--- src/rtl/speck32_decrypt_core.sv ---
// Iterative SPECK32/64 decryption: 21-step key expansion into a local round-key file, then one inverse round per clock.
// Build option SPECK_DEC_MMIG_XOR_EN swaps every 16-bit XOR for the majority-gate XOR cell.

`ifdef SPECK_DEC_MMIG_XOR_EN
// 16-bit XOR from three majority gates per bit: M(M(a,~b,0), M(~a,b,0), 1).
module speck_mmig_xor16 (
    input  logic [15:0] a,
    input  logic [15:0] b,
    output logic [15:0] y
);
    logic [15:0] t1;
    logic [15:0] t2;

    for (genvar gi = 0; gi < 16; gi++) begin : g_bit
        assign t1[gi] = (a[gi] & ~b[gi]) | (a[gi] & 1'b0) | (~b[gi] & 1'b0);
        assign t2[gi] = (~a[gi] & b[gi]) | (~a[gi] & 1'b0) | (b[gi] & 1'b0);
        assign y[gi]  = (t1[gi] & t2[gi]) | (t1[gi] & 1'b1) | (t2[gi] & 1'b1);
    end
endmodule
`endif

module speck32_decrypt_core #(
    parameter int ROUNDS = 22,
    parameter int WORD   = 16
) (
    input  logic        clk,
    input  logic        rst,
    input  logic [63:0] key_in,
    input  logic        key_load,
    input  logic [31:0] ct_in,
    input  logic        start,
    output logic [31:0] pt_out,
    output logic        done,
    output logic        busy,
    output logic        key_ready
);
    typedef enum logic [1:0] {IDLE, EXPAND, DECRYPT} state_t;

    state_t            state_reg, state_next;
    logic [WORD-1:0]   a_reg, a_next, b_reg, b_next, c_reg, c_next;
    logic [4:0]        idx_reg, idx_next;
    logic [4:0]        rnd_reg, rnd_next;
    logic [WORD-1:0]   x_reg, x_next, y_reg, y_next;
    logic [31:0]       pt_reg, pt_next;
    logic              done_reg, done_next;
    logic              key_ready_reg, key_ready_next;

    logic [WORD-1:0]   rk_mem [0:ROUNDS-1];
    logic              rk_we;
    logic [4:0]        rk_waddr;
    logic [WORD-1:0]   rk_wdata;

    // One read port serves both phases: k[i] while expanding, k[r] while decrypting.
    logic [4:0]        rd_addr;
    logic [WORD-1:0]   k_rd;
    logic [WORD-1:0]   ks_sum, ks_idx, l_new, k_rot, k_new;
    logic [WORD-1:0]   xy, y_new, xk, x_new;

    assign rd_addr = (state_reg == EXPAND) ? idx_reg : rnd_reg;
    assign k_rd    = rk_mem[rd_addr];

    assign ks_sum  = k_rd + {a_reg[6:0], a_reg[15:7]};
    assign ks_idx  = {11'd0, idx_reg};
    assign k_rot   = {k_rd[13:0], k_rd[15:14]};
    assign y_new   = {xy[1:0], xy[15:2]};
    assign x_new   = {(xk - y_new) >> 9 | (xk - y_new) << 7};

`ifdef SPECK_DEC_MMIG_XOR_EN
    speck_mmig_xor16 u_xor_l  (.a(ks_sum), .b(ks_idx), .y(l_new));
    speck_mmig_xor16 u_xor_k  (.a(k_rot),  .b(l_new),  .y(k_new));
    speck_mmig_xor16 u_xor_xy (.a(x_reg),  .b(y_reg),  .y(xy));
    speck_mmig_xor16 u_xor_xk (.a(x_reg),  .b(k_rd),   .y(xk));
`else
    assign l_new = ks_sum ^ ks_idx;
    assign k_new = k_rot ^ l_new;
    assign xy    = x_reg ^ y_reg;
    assign xk    = x_reg ^ k_rd;
`endif

    always_comb begin
        state_next     = state_reg;
        a_next         = a_reg;
        b_next         = b_reg;
        c_next         = c_reg;
        idx_next       = idx_reg;
        rnd_next       = rnd_reg;
        x_next         = x_reg;
        y_next         = y_reg;
        pt_next        = pt_reg;
        done_next      = 1'b0;
        key_ready_next = key_ready_reg;
        rk_we          = 1'b0;
        rk_waddr       = '0;
        rk_wdata       = '0;
        case (state_reg)
            IDLE: begin
                // key_load has priority over start when both arrive together.
                if (key_load) begin
                    rk_we          = 1'b1;
                    rk_waddr       = '0;
                    rk_wdata       = key_in[15:0];
                    a_next         = key_in[31:16];
                    b_next         = key_in[47:32];
                    c_next         = key_in[63:48];
                    idx_next       = '0;
                    key_ready_next = 1'b0;
                    state_next     = EXPAND;
                end else if (start && key_ready_reg) begin
                    x_next     = ct_in[31:16];
                    y_next     = ct_in[15:0];
                    rnd_next   = 5'(ROUNDS - 1);
                    state_next = DECRYPT;
                end
            end
            EXPAND: begin
                rk_we    = 1'b1;
                rk_waddr = idx_reg + 5'd1;
                rk_wdata = k_new;
                a_next   = b_reg;
                b_next   = c_reg;
                c_next   = l_new;
                idx_next = idx_reg + 5'd1;
                if (idx_reg == 5'(ROUNDS - 2)) begin
                    key_ready_next = 1'b1;
                    state_next     = IDLE;
                end
            end
            DECRYPT: begin
                x_next   = x_new;
                y_next   = y_new;
                rnd_next = rnd_reg - 5'd1;
                if (rnd_reg == 5'd0) begin
                    pt_next    = {x_new, y_new};
                    done_next  = 1'b1;
                    state_next = IDLE;
                end
            end
            default: state_next = IDLE;
        endcase
    end

    always_ff @(posedge clk) begin
        if (rst) begin
            state_reg     <= IDLE;
            a_reg         <= '0;
            b_reg         <= '0;
            c_reg         <= '0;
            idx_reg       <= '0;
            rnd_reg       <= '0;
            x_reg         <= '0;
            y_reg         <= '0;
            pt_reg        <= '0;
            done_reg      <= 1'b0;
            key_ready_reg <= 1'b0;
        end else begin
            state_reg     <= state_next;
            a_reg         <= a_next;
            b_reg         <= b_next;
            c_reg         <= c_next;
            idx_reg       <= idx_next;
            rnd_reg       <= rnd_next;
            x_reg         <= x_next;
            y_reg         <= y_next;
            pt_reg        <= pt_next;
            done_reg      <= done_next;
            key_ready_reg <= key_ready_next;
        end
    end

    // Round-key file is not cleared on reset; key_ready gates every use of it.
    always_ff @(posedge clk) begin
        if (!rst && rk_we) begin
            rk_mem[rk_waddr] <= rk_wdata;
        end
    end

    assign pt_out    = pt_reg;
    assign done      = done_reg;
    assign busy      = (state_reg != IDLE);
    assign key_ready = key_ready_reg;
endmodule

--- config.mk ---
export PLATFORM = sky130hd
export DESIGN_NAME = speck32_decrypt_core
export DESIGN_NICKNAME = d
export VERILOG_FILES = /design/src/rtl/speck32_decrypt_core.sv
export SDC_FILE = /design/constraint.sdc
export NUM_CORES = 1
export LEC_CHECK = 0
export BUFFER_PORTS_ARGS = -buffer_cell sky130_fd_sc_hd__buf_2
export CAP_MARGIN = 40
export CORE_UTILIZATION = 46
export DETAILED_ROUTE_END_ITERATION = 10
export GPL_TIMING_DRIVEN = 0
export PLACE_DENSITY_LB_ADDON = 0.08
export SETUP_SLACK_MARGIN = 0.5
export SLEW_MARGIN = 20
export SYNTH_ARGS = -nofsm -noshare
export SYNTH_HDL_FRONTEND = slang
export SYNTH_SLANG_ARGS = --single-unit
--- constraint.sdc ---
create_clock -name clk -period 6.9 [get_ports clk]
set_clock_uncertainty 0.15 [all_clocks]
set_input_delay 0.345 -clock clk [delete_from_list [all_inputs] [get_ports clk]]
set_output_delay 0.345 -clock clk [all_outputs]
set_load 0.05 [all_outputs]
==> flow_summary.json, run 1 <==
{
  "worstPathMaxFanout": 22,
  "grt_usage": 0.295,
  "crit_required_ns": 7.09,
  "critPathArrivalTime_ns": 6.31,
  "dr.pass1.iters": 5,
  "hp-class": "input pin to flop",
  "powerDensity_nw_per_um2": 248,
  "holdWs_ns": 0.0140,
  "routed_via_density": 5.85,
  "top_register": "rk_mem",
  "status": "completed",
  "grt_max_degree": 23,
  "rsz0062_at_grt": "false",
  "wl_per_cell_um": 25.8,
  "vias": 15720,
  "rr_startpoint": "state_reg[1]",
  "yosys_warnings": 0,
  "synth_nets": 1884,
  "num_antenna_cells": 0,
  "crit_type": "flop to flop",
  "cts_tree": "built",
  "ys.flop_type": "edfxtp_1",
  "core_area_sq_um": 45500,
  "clockRootBuffer": "clkbuf_16",
  "mostFrequentLayoutCells": "edfxtp_1, nand2_1, buf_2, nor2_1, dfxtp_1",
  "hold_start": "key_in[2]",
  "fmax_mhz": 163,
  "cts_buffer_depth": 3,
  "grt_pass1_wl_um": 100000,
  "antenna_found_initial": 0,
  "yosysSeqAreaShare": 0.615,
  "synth_cells": 1745,
  "start_kind": "flop",
  "areaGrowthSynthToFinish_pct": 22.0,
  "post-route-util": 0.572,
  "grt-ovfl-total": 0,
  "portBuffers": 133,
  "p_leak_nw": 9.11,
  "final_max_slew_viol_count": 0,
  "cts_buffers": 50,
  "die_x_um": 217,
  "cts_sinks": 478,
  "layout_commonest_cell": "edfxtp_1",
  "setup_violations": 0,
  "synthArstFlopShare": 0,
  "final.period_utilization": 0.887,
  "io_pins": 135,
  "fin_nets": 2185,
  "worstReg2RegEnd": "rk_mem[4][14]",
  "hpwl_um": 47200,
  "rows": 78,
  "first_global_vias": 15264,
  "htreeDepth": 2,
  "synth_edf_count": 352,
  "holdPathEnd": "rk_mem[10][2]",
  "ant_nets": 0,
  "route.detailed.drc": 0,
  "drt_iter0_drc": 1589,
  "largest_reg_flops": 352,
  "fp.dieH_um": 217,
  "place_congestion": 0.916,
  "relSlewSlack": 0.425,
  "r2r_cells": 22,
  "clk_pin_slew_ns": 0.06,
  "fin_crit_ns": 6.12,
  "place_ws_ns": -0.0243,
  "drive_gt1_frac": 0.198,
  "synth_cell_types": 70,
  "insertion_delay_ns": 0.62,
  "synth_seq_cells": 478,
  "routed_wl_um": 69400,
  "netlist_area_sq_um": 21300,
  "drv_cap": 0,
  "fin_ws_ns": 0.779,
  "initial_core_util": 0.468,
  "critPathCaptureType": "flop",
  "tightest_slew_ns": 0.862,
  "dieArea_sq_um": 47200,
  "synth_area_per_cell_sq_um": 12.2,
  "hold_violations": 0,
  "reg2reg_slack_ns": 0.78,
  "vdd_drop_max_uv": 219,
  "worstHoldPathCells": 3
}
-- repair_timing --
action                                  CTS  global route
endpoints found under the setup margin  114           138
pin swaps                                 3             1
hold buffers                             78             0
gates resized for setup                  10            23
cloned                                    1             0
endpoints found under the hold margin    78             0
setup buffers                             5             1
-- where the power goes --
group | internal (W) | switching (W) | total (W) | leakage [nW]
sequential | 0.00316 | 0.0000236 | 0.00319 | 4.24
combinational | 0.000239 | 0.000411 | 0.000650 | 4.12
clock | 0.00147 | 0.00115 | 0.00262 | 0.747
total | 0.00487 | 0.00159 | 0.00646 | 9.11
-- Yosys cell counts, drive strengths merged, types with 5 or more instances --
master / n / share of area
a211oi: 49 / 0.018
a21o: 9 / 0.0032
a21oi: 89 / 0.022
a221oi: 5 / 0.0023
a22oi: 7 / 0.0025
a311oi: 64 / 0.027
a31oi: 16 / 0.0065
and3: 12 / 0.0035
buf: 49 / 0.014
clkbuf: 62 / 0.011
dfxtp: 126 / 0.12
edfxtp: 352 / 0.50
ha: 37 / 0.022
inv: 38 / 0.0067
mux2i: 27 / 0.014
mux4: 54 / 0.057
nand2: 319 / 0.056
nand2b: 6 / 0.0021
nand3: 51 / 0.012
nor2: 164 / 0.029
nor3: 13 / 0.0035
o211ai: 24 / 0.0085
o21ai: 33 / 0.0078
xnor2: 63 / 0.026
xor2: 19 / 0.0078
-- through the flow --
step | instance area (sq um) | total power, W | cells | setup TNS (ns)
after global routing | 26000 | 0.00663 | 2687 | 0
after floorplan | 21300 | 0.00357 | 1745 | 0
final | 26000 | 0.00646 | 2687 | 0
after global placement | 22700 | 0.00377 | 2478 | -113.76
after CTS | 25800 | 0.00646 | 2677 | 0
after detailed placement | 23300 | 0.00381 | 2500 | -0.869
-- cell type report --
type	instances	area, sq um
multi-input cells	1119	7880
flip-flops and latches	478	13100
clock buffers	71	1370
plain buffers	111	551
fillers	3820	19500
repair buffers	248	1990
well taps	600	751
inverters	38	143
clock inverters	22	208
-- layer usage --
layer  vias to the layer above  GRT usage  wire length (um)
met2                       661      0.480             32700
met5                         -          0                 0
li1                       7067          -                 -
met4                         0      0.118              2890
met3                       181     0.0428              4510
met1                      7811      0.399             29300
-- critical path, stage by stage, from the launching register on --
cell	delay (ns)
dfxtp_1	0.42
nor2b_1	0.15
buf_2	0.28
mux2i_4	0.39
buf_4	0.27
clkbuf_4	0.30
mux4_2	0.34
nand2_1	0.09
nand3_1	0.18
a31oi_4	0.42
inv_1	0.08
ha_1	0.22
fa_1	0.45
a211o_1	0.32
o211ai_1	0.11
a21oi_1	0.17
o41ai_4	0.35
o2111ai_1	0.19
a21oi_1	0.20
xnor2_1	0.19
xor2_1	0.28
o21ai_2	0.08
buf_6	0.17
-- worst max-delay path by stage --
stage,startpoint,to,slack (ns)
floorplan,idx_reg[0],rk_mem[0][14],1.01
global placement,state_reg[1],rk_mem[2][14],-1.64
detailed placement,state_reg[1],rk_mem[2][14],-0.02
CTS,state_reg[1],x_reg[6],0.55
global route,idx_reg[0],rk_mem[17][12],0.53
finish,state_reg[1],rk_mem[4][14],0.78
-- logic make-up (layout without fill, tap and decap cells) --
family                   after synthesis  after routing  share of synthesized area
AO/OA/AOI/OAI                        322            323                      0.109
XOR/XNOR                              82             82                     0.0337
adder cells (fa/ha/maj)               39             39                     0.0236
buffers and inverters                149            490                     0.0319
flip-flops                           478            478                      0.615
multiplexers                          83             83                     0.0718
AND/OR/NAND/NOR                      592            592                      0.115
Power figures use the tool's default switching activity.
==> run 2, diff against run 1 <==
--- a/config.mk
+++ b/config.mk
@@ -11,6 +11,7 @@
 export DETAILED_ROUTE_END_ITERATION = 10
 export GPL_TIMING_DRIVEN = 0
 export PLACE_DENSITY_LB_ADDON = 0.08
+export RECOVER_POWER = 100
 export SETUP_SLACK_MARGIN = 0.5
 export SLEW_MARGIN = 20
 export SYNTH_ARGS = -nofsm -noshare
==> flow_summary.json, run 2 (synthesis gave the netlist of run 1 again) <==
{
  "grt_usage": 0.295,
  "route.detailed.drc": 0,
  "setup_violations": 0,
  "violations": "capacitance limit, slew limit",
  "post-route-util": 0.560,
  "num_antenna_cells": 0,
  "finalSetupTns_ns": 0,
  "insertion_delay_ns": 0.62,
  "core_area_sq_um": 45500,
  "p_sw_w": 0.00157,
  "drt_iter0_drc": 1656,
  "powerDensity_nw_per_um2": 253,
  "final_area_sq_um": 25400,
  "top_register": "rk_mem",
  "die_x_um": 217,
  "tightest_slew_ns": 2.34,
  "fin_nets": 2185,
  "start_kind": "flop",
  "power.clock.fraction": 0.407,
  "first_global_vias": 15264,
  "grt_pass1_wl_um": 100000,
  "hold_violations": 0,
  "clk_pin_slew_ns": 0.06,
  "dieArea_sq_um": 47200,
  "fin_crit_ns": 6.36,
  "critPathCaptureType": "flop",
  "cts_tree": "built",
  "grt_max_degree": 23,
  "p_leak_nw": 8.79,
  "relSlewSlack": -0.563,
  "routed_via_density": 5.89,
  "crit_type": "flop to flop",
  "wl_per_cell_um": 25.8,
  "dr.pass1.iters": 6,
  "vias": 15816,
  "final.period_utilization": 0.922,
  "rr_startpoint": "idx_reg[0]",
  "hold_start": "key_load",
  "hpwl_um": 47200,
  "critPathLaunch": "idx_reg[0]",
  "combPwrFrac": 0.097,
  "largest_reg_flops": 352,
  "vdd_drop_max_uv": 219,
  "grt-ovfl-total": 0,
  "initial_core_util": 0.468,
  "p_int_w": 0.00486,
  "mostFrequentLayoutCells": "edfxtp_1, nand2_1, nor2_1, clkbuf_1, dfxtp_1",
  "critPathArrivalTime_ns": 6.48,
  "worstPathMaxFanout": 22,
  "routed_wl_um": 69300,
  "drive_gt1_frac": 0.154,
  "io_pins": 135,
  "portBuffers": 133,
  "antenna_found_initial": 0,
  "cts_sinks": 478,
  "cts_buffers": 50,
  "final_max_slew_viol_count": 187,
  "layout_commonest_cell": "edfxtp_1",
  "drv_cap": 11,
  "fp.dieH_um": 217,
  "placed_cell_area_sq_um": 23300,
  "crit_required_ns": 7.01,
  "status": "complete, but fails checks",
  "place_congestion": 0.916,
  "htreeDepth": 2,
  "holdWs_ns": 0.0251,
  "hp-class": "input pin to flop",
  "cts_buffer_depth": 3,
  "rows": 78,
  "sequentialPowerShare": 0.496,
  "fmax_mhz": 157,
  "switching_share": 0.245,
  "num-fill-cells": 3928,
  "rsz0062_at_grt": "false",
  "ant_nets": 0,
  "areaGrowthSynthToFinish_pct": 19.5,
  "clockRootBuffer": "clkbuf_16"
}
[run 2: cell types whose count changed in the layout (fill, tap and decap cells not counted), sizes merged]
cell,change
buf,-66
clkbuf,+65
dlymetal6s2s,+1
[run 2: path summary, 6_finish.rpt]
kind	to	slack, ns	cells past startpoint
min	state_reg[0]	0.03	3
min reg2reg	pt_out[27]	0.31	2
max reg2reg	rk_mem[16][6]	0.54	20
max	rk_mem[16][6]	0.54	20
[run 2: per-layer routing]
layer  global-route usage  wire length, um  vias to the layer above
met2                0.480            32800                      696
met5                    0                0                        -
met3               0.0428             4890                      168
li1                     -                -                     7064
met1                0.399            28900                     7888
met4                0.118             2800                        0
[run 2: timing repair]
| action | in CTS | in global routing |
|---|---|---|
| resized for setup | 10 | 23 |
| setup endpoints to repair | 114 | 138 |
| hold endpoints to repair | 78 | 0 |
| hold buffers | 78 | 0 |
| pin swaps | 3 | 1 |
| cloned | 1 | 0 |
| setup buffers | 5 | 1 |
[run 2: stage by stage]
stage          setup slack [ns]  cells  power [W]
6_report                  0.536   2687    0.00643
5_1_grt                   0.273   2687    0.00661
4_1_cts                   0.553   2677    0.00646
3_5_place_dp            -0.0243   2500    0.00381
3_3_place_gp              -1.64   2478    0.00377
2_1_floorplan              1.01   1745    0.00357
[run 2: final cells by class]
class	instances	area, sq um	area share
plain buffers	111	548	0.0215
clock buffers	71	1370	0.0539
clock inverters	22	208	0.00816
inverters	38	143	0.00561
multi-input cells	1119	7690	0.302
flip-flops and latches	478	13100	0.515
well taps	600	751	0.0295
repair buffers	248	1650	0.0647
[run 2: critical path, cell delays in order, from the launching register on]
cell and delay (ns):
dfxtp_1 0.33, clkbuf_1 0.37, and3b_1 0.33, a21o_1 0.28, buf_6 0.26, buf_6 0.23, mux4_2 0.53, nand2_1 0.09
nand3_1 0.18, a31oi_4 0.41, inv_1 0.08, ha_1 0.22, fa_1 0.45, a211o_1 0.32, o211ai_1 0.11, a21boi_0 0.13
nor2_1 0.13, xnor2_1 0.10, nor2_1 0.22, a221o_1 0.25, clkbuf_1 0.80
[run 2: power by group through the flow]
stage | clock network [W] | registers (W) | logic (W)
floorplan | 0 | 0.00324 | 0.000326
detailed placement | 0 | 0.00325 | 0.000560
CTS | 0.00265 | 0.00319 | 0.000620
global route | 0.00275 | 0.00319 | 0.000664
finish | 0.00262 | 0.00319 | 0.000623
global placement | 0 | 0.00325 | 0.000521
==> run 3, diff against run 2 <==
--- a/config.mk
+++ b/config.mk
@@ -7,6 +7,7 @@
 export LEC_CHECK = 0
 export BUFFER_PORTS_ARGS = -buffer_cell sky130_fd_sc_hd__buf_2
 export CAP_MARGIN = 40
+export CORE_MARGIN = 5
 export CORE_UTILIZATION = 46
 export DETAILED_ROUTE_END_ITERATION = 10
 export GPL_TIMING_DRIVEN = 0
==> constraint.sdc (replaced) <==
create_clock -name clk -period 8.15 [get_ports clk]
set_clock_uncertainty 0.15 [all_clocks]
set_input_delay 0.4075 -clock clk [delete_from_list [all_inputs] [get_ports clk]]
set_output_delay 0.4075 -clock clk [all_outputs]
set_load 0.05 [all_outputs]
==> flow_summary.json, run 3 (synthesis gave the netlist of run 1 again) <==
{
  "hold_violations": 0,
  "routed_via_density": 5.84,
  "vdd_drop_max_uv": 181,
  "place_congestion": 0.872,
  "largest_reg_flops": 352,
  "antenna_found_initial": 0,
  "crit_path_max_incr_delay_ns": 0.94,
  "cp_cell_sequence": "nor2b_1, clkbuf_1, mux2i_4, buf_2, buf_2, mux4_2, nand2_1, nand3_1, a31oi_1, inv_1, ha_1, a21oi_1, nand2_1, a21oi_1, o21ai_0, o21a_1, nor2_1, xnor2_1, xor2_1, o21ai_1, buf_6",
  "drt_iter0_drc": 1638,
  "status": "complete, but fails checks",
  "postCtsSetupRepairBufs": 0,
  "core_area_sq_um": 45600,
  "final_max_slew_viol_count": 196,
  "num_antenna_cells": 0,
  "wl_per_cell_um": 25.6,
  "final.period_utilization": 0.897,
  "vias": 15571,
  "critPathCaptureType": "flop",
  "route.detailed.drc": 0,
  "place_ws_ns": 1.36,
  "hpwl_um": 47600,
  "crit_type": "flop to flop",
  "initial_core_util": 0.467,
  "ctsResizeCount": 0,
  "grt_pass1_wl_um": 100000,
  "fin_ws_ns": 0.841,
  "cts_tree": "built",
  "fin_nets": 2170,
  "io_pins": 135,
  "grt-ovfl-total": 0,
  "cp_slowest_cell": "o21ai_1",
  "tightest_slew_ns": 2.16,
  "start_kind": "flop",
  "die_x_um": 225,
  "fp.dieH_um": 225,
  "insertion_delay_ns": 0.61,
  "clk_pin_slew_ns": 0.06,
  "critPathArrivalTime_ns": 7.61,
  "mostFrequentLayoutCells": "edfxtp_1, nand2_1, nor2_1, clkbuf_1, dfxtp_1",
  "relSlewSlack": -0.449,
  "fin_crit_ns": 7.31,
  "finalSetupTns_ns": 0,
  "first_global_vias": 15377,
  "holdBufCountCts": 67,
  "grt_max_degree": 23,
  "rsz0062_at_grt": "false",
  "grt_usage": 0.266,
  "cts_buffers": 51,
  "hp-class": "input pin to flop",
  "clockRootBuffer": "clkbuf_16",
  "rows": 78,
  "routed_wl_um": 68400,
  "cts_sinks": 478,
  "top_register": "rk_mem",
  "drv_cap": 12,
  "areaGrowthSynthToFinish_pct": 18.4,
  "crit_required_ns": 8.45,
  "powerDensity_nw_per_um2": 220,
  "setup_violations": 0,
  "dr.pass1.iters": 6,
  "cts_buffer_depth": 3,
  "portBuffers": 133,
  "drive_gt1_frac": 0.149,
  "fmax_mhz": 137,
  "htreeDepth": 2,
  "worstPathMaxFanout": 15,
  "p_leak_nw": 8.71,
  "ant_nets": 0,
  "dieArea_sq_um": 50700,
  "layout_commonest_cell": "edfxtp_1",
  "violations": "capacitance limit, slew limit"
}
## run 3: cell types whose count changed in the layout (fill, tap and decap cells not counted), moves of 4 or more
cell | before | now
dlygate4sd3_1 | 78 | 67
buf_4 | 13 | 6
clkbuf_2 | 6 | 1
clkinv_1 | 10 | 5
o21ai_4 | 4 | 0
## run 3: path summary, 6_finish.rpt
| path | startpoint | to | slack (ns) | depth (start not counted) |
|---|---|---|---|---|
| setup reg to reg | state_reg[1] | rk_mem[5][11] | 0.84 | 21 |
| setup / recovery | state_reg[1] | rk_mem[5][11] | 0.84 | 21 |
| hold / removal | ct_in[4] | y_reg[4] | 0.03 | 3 |
| hold reg to reg | pt_out[30] | pt_out[30] | 0.31 | 2 |
## run 3: final cells by class
cell class              count  area, sq um
clock inverters            21          251
clock buffers              69         1440
multi-input cells        1118         7530
plain buffers             111          529
fillers                  3907        20400
inverters                  38          143
repair buffers            233         1490
flip-flops and latches    478        13100
well taps                 600          751
## run 3: worst max-delay path: cells and delay by family, from the launching register on
family | cells | cell delay, ns
compound gates | 6 | 2.73
buf+inv | 5 | 1.61
mux | 2 | 0.93
simple gates | 5 | 0.61
flops | 1 | 0.40
fa+ha+maj | 1 | 0.39
xor+xnor | 2 | 0.30
## run 3: layer usage
metal  vias up  track usage  routed length [um]
met1      7742        0.374               29100
met5         -            0                   0
met2       665        0.422               31200
met3       155       0.0405                5270
met4         0        0.101                2850
li1       7009            -                   -
## run 3: power by group
part	total [W]	internal, W	switching, W	leakage (nW)
logic	0.000491	0.000174	0.000317	3.64
clock network	0.00235	0.00137	0.000980	0.828
registers	0.00270	0.00268	0.0000210	4.24
total	0.00554	0.00423	0.00132	8.71
## run 3: metrics by stage
stage | cells | hold slack, ns | cell area (sq um) | total power [W] | utilization
floorplan | 1745 | 0.294 | 21300 | 0.00302 | -
detailed placement | 2506 | 0.298 | 23400 | 0.00323 | 0.514
CTS | 2663 | 0.00536 | 25800 | 0.00559 | 0.565
global route | 2668 | 0.0403 | 25200 | 0.00572 | 0.553
finish | 2668 | 0.0336 | 25200 | 0.00554 | 0.553
global placement | 2478 | 0.296 | 22700 | 0.00319 | 0.498
